<file path="src/rtl/lsu_fifo_pkg.sv">
// rtl/lsu_fifo_pkg.sv - shared widths and level-update encoding for lsu_fifo_v2
package lsu_fifo_pkg;

  // Pointer width for a storage array of 'depth' entries (at least 1 bit)
  function automatic int ptr_width(input int depth);
    return (depth > 2) ? $clog2(depth) : 1;
  endfunction

  // Counter width able to hold 0..depth inclusive
  function automatic int cnt_width(input int depth);
    return $clog2(depth + 1);
  endfunction

  // How the occupancy counter moves in a given cycle
  typedef enum logic [1:0] {
    LVL_HOLD = 2'd0,
    LVL_INC  = 2'd1,
    LVL_DEC  = 2'd2
  } lvl_op_e;

endpackage

</file>
<file path="src/rtl/lsu_fifo_ram.sv">
// rtl/lsu_fifo_ram.sv - DEPTH x DATA_W register array, one write port, async read
module lsu_fifo_ram #(
  parameter int DATA_W = 32,
  parameter int DEPTH  = 8,
  parameter int PTR_W  = 3
) (
  input  logic              clk_i,
  input  logic              we,
  input  logic [PTR_W-1:0]  waddr,
  input  logic [DATA_W-1:0] wdata,
  input  logic [PTR_W-1:0]  raddr,
  output logic [DATA_W-1:0] rdata
);

  logic [DATA_W-1:0] mem [DEPTH];

  // Write port; contents are deliberately not reset
  always_ff @(posedge clk_i) begin
    if (we) begin
      mem[waddr] <= wdata;
    end
  end

  // Combinational read of the addressed entry
  always_comb begin
    rdata = mem[raddr];
  end

endmodule

</file>
<file path="src/rtl/lsu_fifo_v2.sv">
// rtl/lsu_fifo_v2.sv - LSU request FIFO with flush, level, watermark, overflow; optional LSU_FIFO_BYPASS_EN
module lsu_fifo_v2
  import lsu_fifo_pkg::*;
#(
  parameter int DATA_W   = 32,
  parameter int DEPTH    = 8,
  parameter int AF_LEVEL = DEPTH - 2,
  parameter int CNT_W    = $clog2(DEPTH + 1)
) (
  input  logic              clk_i,
  input  logic              rst_i,
  input  logic              flush_i,
  input  logic [DATA_W-1:0] data_i,
  input  logic              push_i,
  output logic              accept_o,
  input  logic              pop_i,
  output logic [DATA_W-1:0] data_o,
  output logic              valid_o,
  output logic [CNT_W-1:0]  level_o,
  output logic              almost_full_o,
  output logic              overflow_o
);

  localparam int                PTR_W    = ptr_width(DEPTH);
  localparam logic [CNT_W-1:0] FULL_LVL = CNT_W'(DEPTH);
  localparam logic [CNT_W-1:0] AF_LVL   = CNT_W'(AF_LEVEL);
  localparam logic [PTR_W-1:0] LAST_PTR = PTR_W'(DEPTH - 1);

  logic [PTR_W-1:0]  wr_ptr;
  logic [PTR_W-1:0]  rd_ptr;
  logic [CNT_W-1:0]  level;
  logic              overflow;
  logic [DATA_W-1:0] ram_rdata;
  logic              empty;
  logic              full;
  logic              push_ok;
  logic              store;
  logic              pop_mem;
  logic              ram_we;
  lvl_op_e           lvl_op;

  // Handshake, head selection and level-move decode from registered state
  always_comb begin
    empty    = (level == '0);
    full     = (level == FULL_LVL);
    // A pop in the same cycle frees the slot a full queue needs
    accept_o = !full | pop_i;
    push_ok  = push_i & accept_o;
    // Only a stored entry advances the read pointer
    pop_mem  = pop_i & !empty;
`ifdef LSU_FIFO_BYPASS_EN
    // Empty queue forwards the incoming entry; if it is popped too it is never stored
    valid_o  = !empty | push_i;
    data_o   = empty ? data_i : ram_rdata;
    store    = push_ok & !(empty & pop_i);
`else
    valid_o  = !empty;
    data_o   = ram_rdata;
    store    = push_ok;
`endif
    if (store & !pop_mem) begin
      lvl_op = LVL_INC;
    end else if (pop_mem & !store) begin
      lvl_op = LVL_DEC;
    end else begin
      lvl_op = LVL_HOLD;
    end
    almost_full_o = (level >= AF_LVL);
    level_o       = level;
    overflow_o    = overflow;
    ram_we        = store & !rst_i & !flush_i;
  end

  // Pointer, level and sticky overflow state; reset beats flush beats normal operation
  always_ff @(posedge clk_i) begin
    if (rst_i) begin
      wr_ptr   <= '0;
      rd_ptr   <= '0;
      level    <= '0;
      overflow <= 1'b0;
    end else if (flush_i) begin
      wr_ptr   <= '0;
      rd_ptr   <= '0;
      level    <= '0;
      overflow <= 1'b0;
    end else begin
      if (store) begin
        wr_ptr <= (wr_ptr == LAST_PTR) ? '0 : wr_ptr + 1'b1;
      end
      if (pop_mem) begin
        rd_ptr <= (rd_ptr == LAST_PTR) ? '0 : rd_ptr + 1'b1;
      end
      case (lvl_op)
        LVL_INC: level <= level + 1'b1;
        LVL_DEC: level <= level - 1'b1;
        default: level <= level;
      endcase
      if (push_i & !accept_o) begin
        overflow <= 1'b1;
      end
    end
  end

  lsu_fifo_ram #(
    .DATA_W (DATA_W),
    .DEPTH  (DEPTH),
    .PTR_W  (PTR_W)
  ) u_ram (
    .clk_i  (clk_i),
    .we     (ram_we),
    .waddr  (wr_ptr),
    .wdata  (data_i),
    .raddr  (rd_ptr),
    .rdata  (ram_rdata)
  );

endmodule
</file>
<file path="config.mk">
export PLATFORM = sky130hd
export DESIGN_NAME = lsu_fifo_v2
export DESIGN_NICKNAME = d
export VERILOG_FILES = /design/src/rtl/lsu_fifo_pkg.sv /design/src/rtl/lsu_fifo_ram.sv /design/src/rtl/lsu_fifo_v2.sv
export SDC_FILE = /design/constraint.sdc
export NUM_CORES = 1
export LEC_CHECK = 0
export ABC_CLOCK_PERIOD_IN_PS = 8300
export CELL_PAD_IN_SITES_DETAIL_PLACEMENT = 0
export CELL_PAD_IN_SITES_GLOBAL_PLACEMENT = 1
export CORE_AREA = 2 2 149 151
export DETAILED_ROUTE_END_ITERATION = 10
export DIE_AREA = 0 0 151 153
export PLACE_DENSITY = 0.88
export SYNTH_ARGS = -nofsm -noshare
export SYNTH_HDL_FRONTEND = slang
export SYNTH_SLANG_ARGS = --single-unit
</file>
<file path="constraint.sdc">
create_clock -name clk_i -period 8.3 [get_ports clk_i]
set_input_delay 0.83 -clock clk_i [delete_from_list [all_inputs] [get_ports clk_i]]
set_output_delay 0.83 -clock clk_i [all_outputs]
set_load 0.05 [all_outputs]
</file>
==> metrics.txt <==
# TYPE chip_impl_metric gauge
chip_impl_metric{name="drv_cap",unit=""} 0
chip_impl_metric{name="placementRows",unit=""} 54
chip_impl_metric{name="number_of_antenna_violations_at_the_first_check_in_global_routing",unit=""} 0
chip_impl_metric{name="dr_total_vias",unit=""} 4772
chip_impl_metric{name="p_sw_frac",unit=""} 0.197
chip_impl_metric{name="final_max_slew_viol_count",unit=""} 0
chip_impl_metric{name="fp.dieArea",unit="mm^2"} 0.0231
chip_impl_info{name="mostFrequentLayoutCells",value="sky130_fd_sc_hd__edfxtp_1 (256), sky130_fd_sc_hd__clkdlybuf4s50_1 (76), sky130_fd_sc_hd__mux4_1 (40), sky130_fd_sc_hd__mux2_2 (32), sky130_fd_sc_hd__clkbuf_16 (27)"} 1
chip_impl_metric{name="placeableCoreArea",unit="mm^2"} 0.0215
chip_impl_metric{name="pre_cts_slack",unit="ns"} 4.42
chip_impl_metric{name="placement.cell_area",unit="mm^2"} 0.0116
chip_impl_metric{name="postRouteAntennaNets",unit=""} 0
chip_impl_metric{name="power.switching",unit="uW"} 551
chip_impl_metric{name="comb_power_share",unit=""} 0.042
chip_impl_metric{name="timing.final.crit_period",unit="ns"} 4.32
chip_impl_metric{name="cts_num_sinks",unit=""} 270
chip_impl_info{name="final_common_cell",value="sky130_fd_sc_hd__edfxtp_1"} 1
chip_impl_metric{name="detail_route.wl_per_cell",unit="um"} 21.7
chip_impl_metric{name="p_clk_frac",unit=""} 0.419
chip_impl_info{name="min-delay-path-class",value="reg2reg"} 1
chip_impl_metric{name="worst-slew-pin-transition",unit="ns"} 1.22
chip_impl_metric{name="setup_slack",unit="ns"} 3.98
chip_impl_metric{name="clkTransAtPathRegs",unit="ns"} 0.06
chip_impl_metric{name="cts_resized",unit=""} 0
chip_impl_metric{name="timing.max_slew.rel_slack",unit=""} 0.185
chip_impl_metric{name="layout-drive-gt1-share",unit=""} 0.209
chip_impl_metric{name="timing.setup.tns",unit="ns"} 0
chip_impl_info{name="grt_setup_unrepaired",value="false"} 1
chip_impl_metric{name="first_global_vias",unit=""} 5062
chip_impl_metric{name="track_usage",unit=""} 0.162
chip_impl_metric{name="clock_path_buffers",unit=""} 3
chip_impl_metric{name="wirelength_routed",unit="mm"} 18.4
chip_impl_info{name="tritoncts",value="built"} 1
chip_impl_metric{name="drcViolationCount",unit=""} 0
chip_impl_metric{name="crit_required",unit="ns"} 7.47
chip_impl_metric{name="power.leakage",unit="uW"} 0.00395
chip_impl_metric{name="fmax",unit="MHz"} 232
chip_impl_metric{name="power_report.internal_total",unit="uW"} 2240
chip_impl_metric{name="number_of_buffers_and_inverters_on_the_critical_path",unit=""} 2
chip_impl_metric{name="ys_ff_latch",unit=""} 270
chip_impl_metric{name="layout_worst_path_cycle_share",unit=""} 0.520
chip_impl_metric{name="vdd_drop_max",unit="V"} 0.000157
chip_impl_metric{name="max_stage_delay",unit="ns"} 0.71
chip_impl_metric{name="grt_max_degree",unit=""} 65
chip_impl_metric{name="cts_hold_repair.buffers",unit=""} 0
chip_impl_metric{name="clk_latency_worst_skew_pair",unit="ns"} 0.53
chip_impl_metric{name="synth.yosys.seq_area_share",unit=""} 0.758
chip_impl_info{name="critical_path.slowest_cell",value="sky130_fd_sc_hd__clkdlybuf4s50_1"} 1
chip_impl_metric{name="synth.avg_cell_area",unit="um^2"} 23.1
chip_impl_metric{name="initial_core_util",unit=""} 0.489
chip_impl_metric{name="finClkSkew",unit="ns"} 0.0106
chip_impl_metric{name="dp_hpwl",unit="mm"} 9.99
chip_impl_metric{name="power_per_cell_area",unit="mW/mm^2"} 224
chip_impl_metric{name="first_pass_iters",unit=""} 4
chip_impl_metric{name="worst_hold_slack",unit="ns"} 0.479
chip_impl_metric{name="cts_max_level",unit=""} 1
chip_impl_info{name="buffer_type_at_the_clock_tree_root",value="sky130_fd_sc_hd__clkbuf_16"} 1
chip_impl_metric{name="setup-violations-final",unit=""} 0
chip_impl_info{name="crit_family",value="buffers and inverters"} 1
chip_impl_metric{name="dr.first_iter.drc_count",unit=""} 358
chip_impl_info{name="timing.critical_path.cells",value="buf_4, mux4_1, mux2_2, clkdlybuf4s50_1"} 1
chip_impl_metric{name="area_delta_synth_final",unit="%"} 18.5
chip_impl_metric{name="power.sequential.fraction",unit=""} 0.538
chip_impl_metric{name="route.detailed.vias_per_inst",unit=""} 5.62
chip_impl_metric{name="grt_first_pass_wirelength",unit="mm"} 28.4
chip_impl_metric{name="mappedNetlistNets",unit=""} 500
chip_impl_metric{name="synth_cells",unit=""} 456
chip_impl_metric{name="insertedDiodeCount",unit=""} 0
chip_impl_metric{name="port_buffers",unit=""} 76
chip_impl_metric{name="gp_congestion",unit=""} 0.756
chip_impl_metric{name="cts_made_buffers",unit=""} 27
chip_impl_metric{name="cp_max_fo",unit=""} 44
chip_impl_info{name="cp-start-kind",value="register"} 1
chip_impl_metric{name="final_hold_viols",unit=""} 0
chip_impl_metric{name="globalRoute.totalOverflow",unit=""} 0
chip_impl_metric{name="synth.distinct_cells",unit=""} 32
chip_impl_info{name="worst_setup_path_end_kind",value="output port"} 1
chip_impl_metric{name="post-cts-setup-buffers",unit=""} 0
chip_impl_metric{name="post_synth_instance_area",unit="mm^2"} 0.0105
chip_impl_metric{name="fp.dieW",unit="um"} 151
chip_impl_metric{name="fin_area",unit="mm^2"} 0.0125
chip_impl_metric{name="design.portCount",unit=""} 77
chip_impl_info{name="timing.setup.critical_path_class",value="reg2out"} 1
chip_impl_metric{name="yosys_warnings",unit=""} 0
chip_impl_info{name="run_status",value="completed"} 1
chip_impl_metric{name="floorplan.die.height",unit="um"} 153
chip_impl_metric{name="design.final.nets",unit=""} 592
chip_impl_metric{name="worstPathArrival",unit="ns"} 3.49
## metal layers
metal	GRT usage	part of all wire	vias up	routed length [um]
met5	0	0	-	0
li1	-	-	2122	-
met2	0.273	0.51	128	9310
met4	0.0387	0.015	0	284
met3	0.0293	0.050	25	914
met1	0.221	0.43	2497	7900
## worst paths after layout
path                                  from               end  slack (ns)  cells past startpoint
worst min-delay path             rd_ptr[1]          register        0.48                      2
worst min register to register   rd_ptr[1]          register        0.48                      2
worst max register to register  level_o[1]  u_ram.mem[4][15]        5.31                      5
worst max-delay path              register         data_o[8]        3.98                      4
## per-stage QoR
step	util	power, uW	instances
finish	0.580	2790	849
floorplan	-	1600	456
CTS	0.580	2810	849
global route	0.580	2870	849
detailed placement	0.540	1650	799
global placement	0.540	1650	799
## worst min-delay path, cell delays in order, from the launching register on
cell	delay, ns
sky130_fd_sc_hd__dfxtp_1	0.31
sky130_fd_sc_hd__nand2_1	0.05
sky130_fd_sc_hd__a21oi_1	0.07
## kinds of logic (layout without fill, tap and decap cells)
| family | Yosys count | count (layout) | synth area share |
|---|---|---|---|
| muxes | 99 | 99 | 0.189 |
| buffers and inverters | 22 | 135 | 0.0138 |
| and+or+nand+nor | 42 | 42 | 0.0208 |
| xor gates and xnor gates | 3 | 3 | 0.00250 |
| adders and majority gates | 7 | 7 | 0.00833 |
| DFF | 270 | 270 | 0.758 |
| AOI/OAI and AO/OA | 13 | 13 | 0.00809 |
## final cells by class
type / instances / area [um^2]
multi-input combinational: 164 / 2450
tap: 280 / 350
timing repair buffer: 83 / 813
fill: 1549 / 9030
inverter: 2 / 7.51
sequential: 270 / 7970
clock buffer: 33 / 698
clock inverter: 17 / 161
## cell usage after synthesis
| cell | number | area share |
|---|---|---|
| sky130_fd_sc_hd__a21oi_1 | 7 | 0.0033 |
| sky130_fd_sc_hd__a32o_1 | 1 | 0.00095 |
| sky130_fd_sc_hd__buf_1 | 2 | 0.00071 |
| sky130_fd_sc_hd__buf_2 | 7 | 0.0033 |
| sky130_fd_sc_hd__buf_6 | 7 | 0.0075 |
| sky130_fd_sc_hd__clkbuf_1 | 3 | 0.0011 |
| sky130_fd_sc_hd__clkbuf_2 | 1 | 0.00048 |
| sky130_fd_sc_hd__dfxtp_1 | 14 | 0.027 |
| sky130_fd_sc_hd__edfxtp_1 | 256 | 0.73 |
| sky130_fd_sc_hd__ha_1 | 7 | 0.0083 |
| sky130_fd_sc_hd__inv_1 | 2 | 0.00071 |
| sky130_fd_sc_hd__mux2_2 | 32 | 0.034 |
| sky130_fd_sc_hd__mux2i_1 | 3 | 0.0029 |
| sky130_fd_sc_hd__mux4_1 | 40 | 0.10 |
| sky130_fd_sc_hd__mux4_2 | 24 | 0.051 |
| sky130_fd_sc_hd__nand2_1 | 9 | 0.0032 |
| sky130_fd_sc_hd__nand2b_1 | 5 | 0.0030 |
| sky130_fd_sc_hd__nand3_1 | 2 | 0.00095 |
| sky130_fd_sc_hd__nand4_1 | 1 | 0.00060 |
| sky130_fd_sc_hd__nor2_1 | 12 | 0.0043 |
| sky130_fd_sc_hd__nor3_1 | 2 | 0.00095 |
| sky130_fd_sc_hd__nor3b_1 | 1 | 0.00071 |
| sky130_fd_sc_hd__o21a_1 | 1 | 0.00071 |
| sky130_fd_sc_hd__o21ai_0 | 2 | 0.00095 |
| sky130_fd_sc_hd__o21ai_4 | 1 | 0.0015 |
| sky130_fd_sc_hd__o22ai_1 | 1 | 0.00060 |
| sky130_fd_sc_hd__or2_2 | 2 | 0.0012 |
| sky130_fd_sc_hd__or3_1 | 5 | 0.0030 |
| sky130_fd_sc_hd__or3_4 | 1 | 0.0011 |
| sky130_fd_sc_hd__or3b_2 | 1 | 0.00083 |
| sky130_fd_sc_hd__or4_4 | 1 | 0.0011 |
| sky130_fd_sc_hd__xor2_1 | 3 | 0.0025 |
## flip-flops by register name (all words and copies together), names as in the netlist, named ones only
signal      flops
wr_ptr          3
overflow_o      1
u_ram.mem     256
level_o         4
rd_ptr          3
## power groups by stage
| stage | logic (uW) | clock network [uW] | registers, uW |
|---|---|---|---|
| 3_3_place_gp | 115 | 0 | 1530 |
| 2_1_floorplan | 64.6 | 0 | 1530 |
| 6_report | 118 | 1170 | 1500 |
| 4_1_cts | 119 | 1190 | 1500 |
| 3_5_place_dp | 119 | 0 | 1530 |
| 5_1_grt | 126 | 1240 | 1500 |
Power figures use the tool's default switching activity.
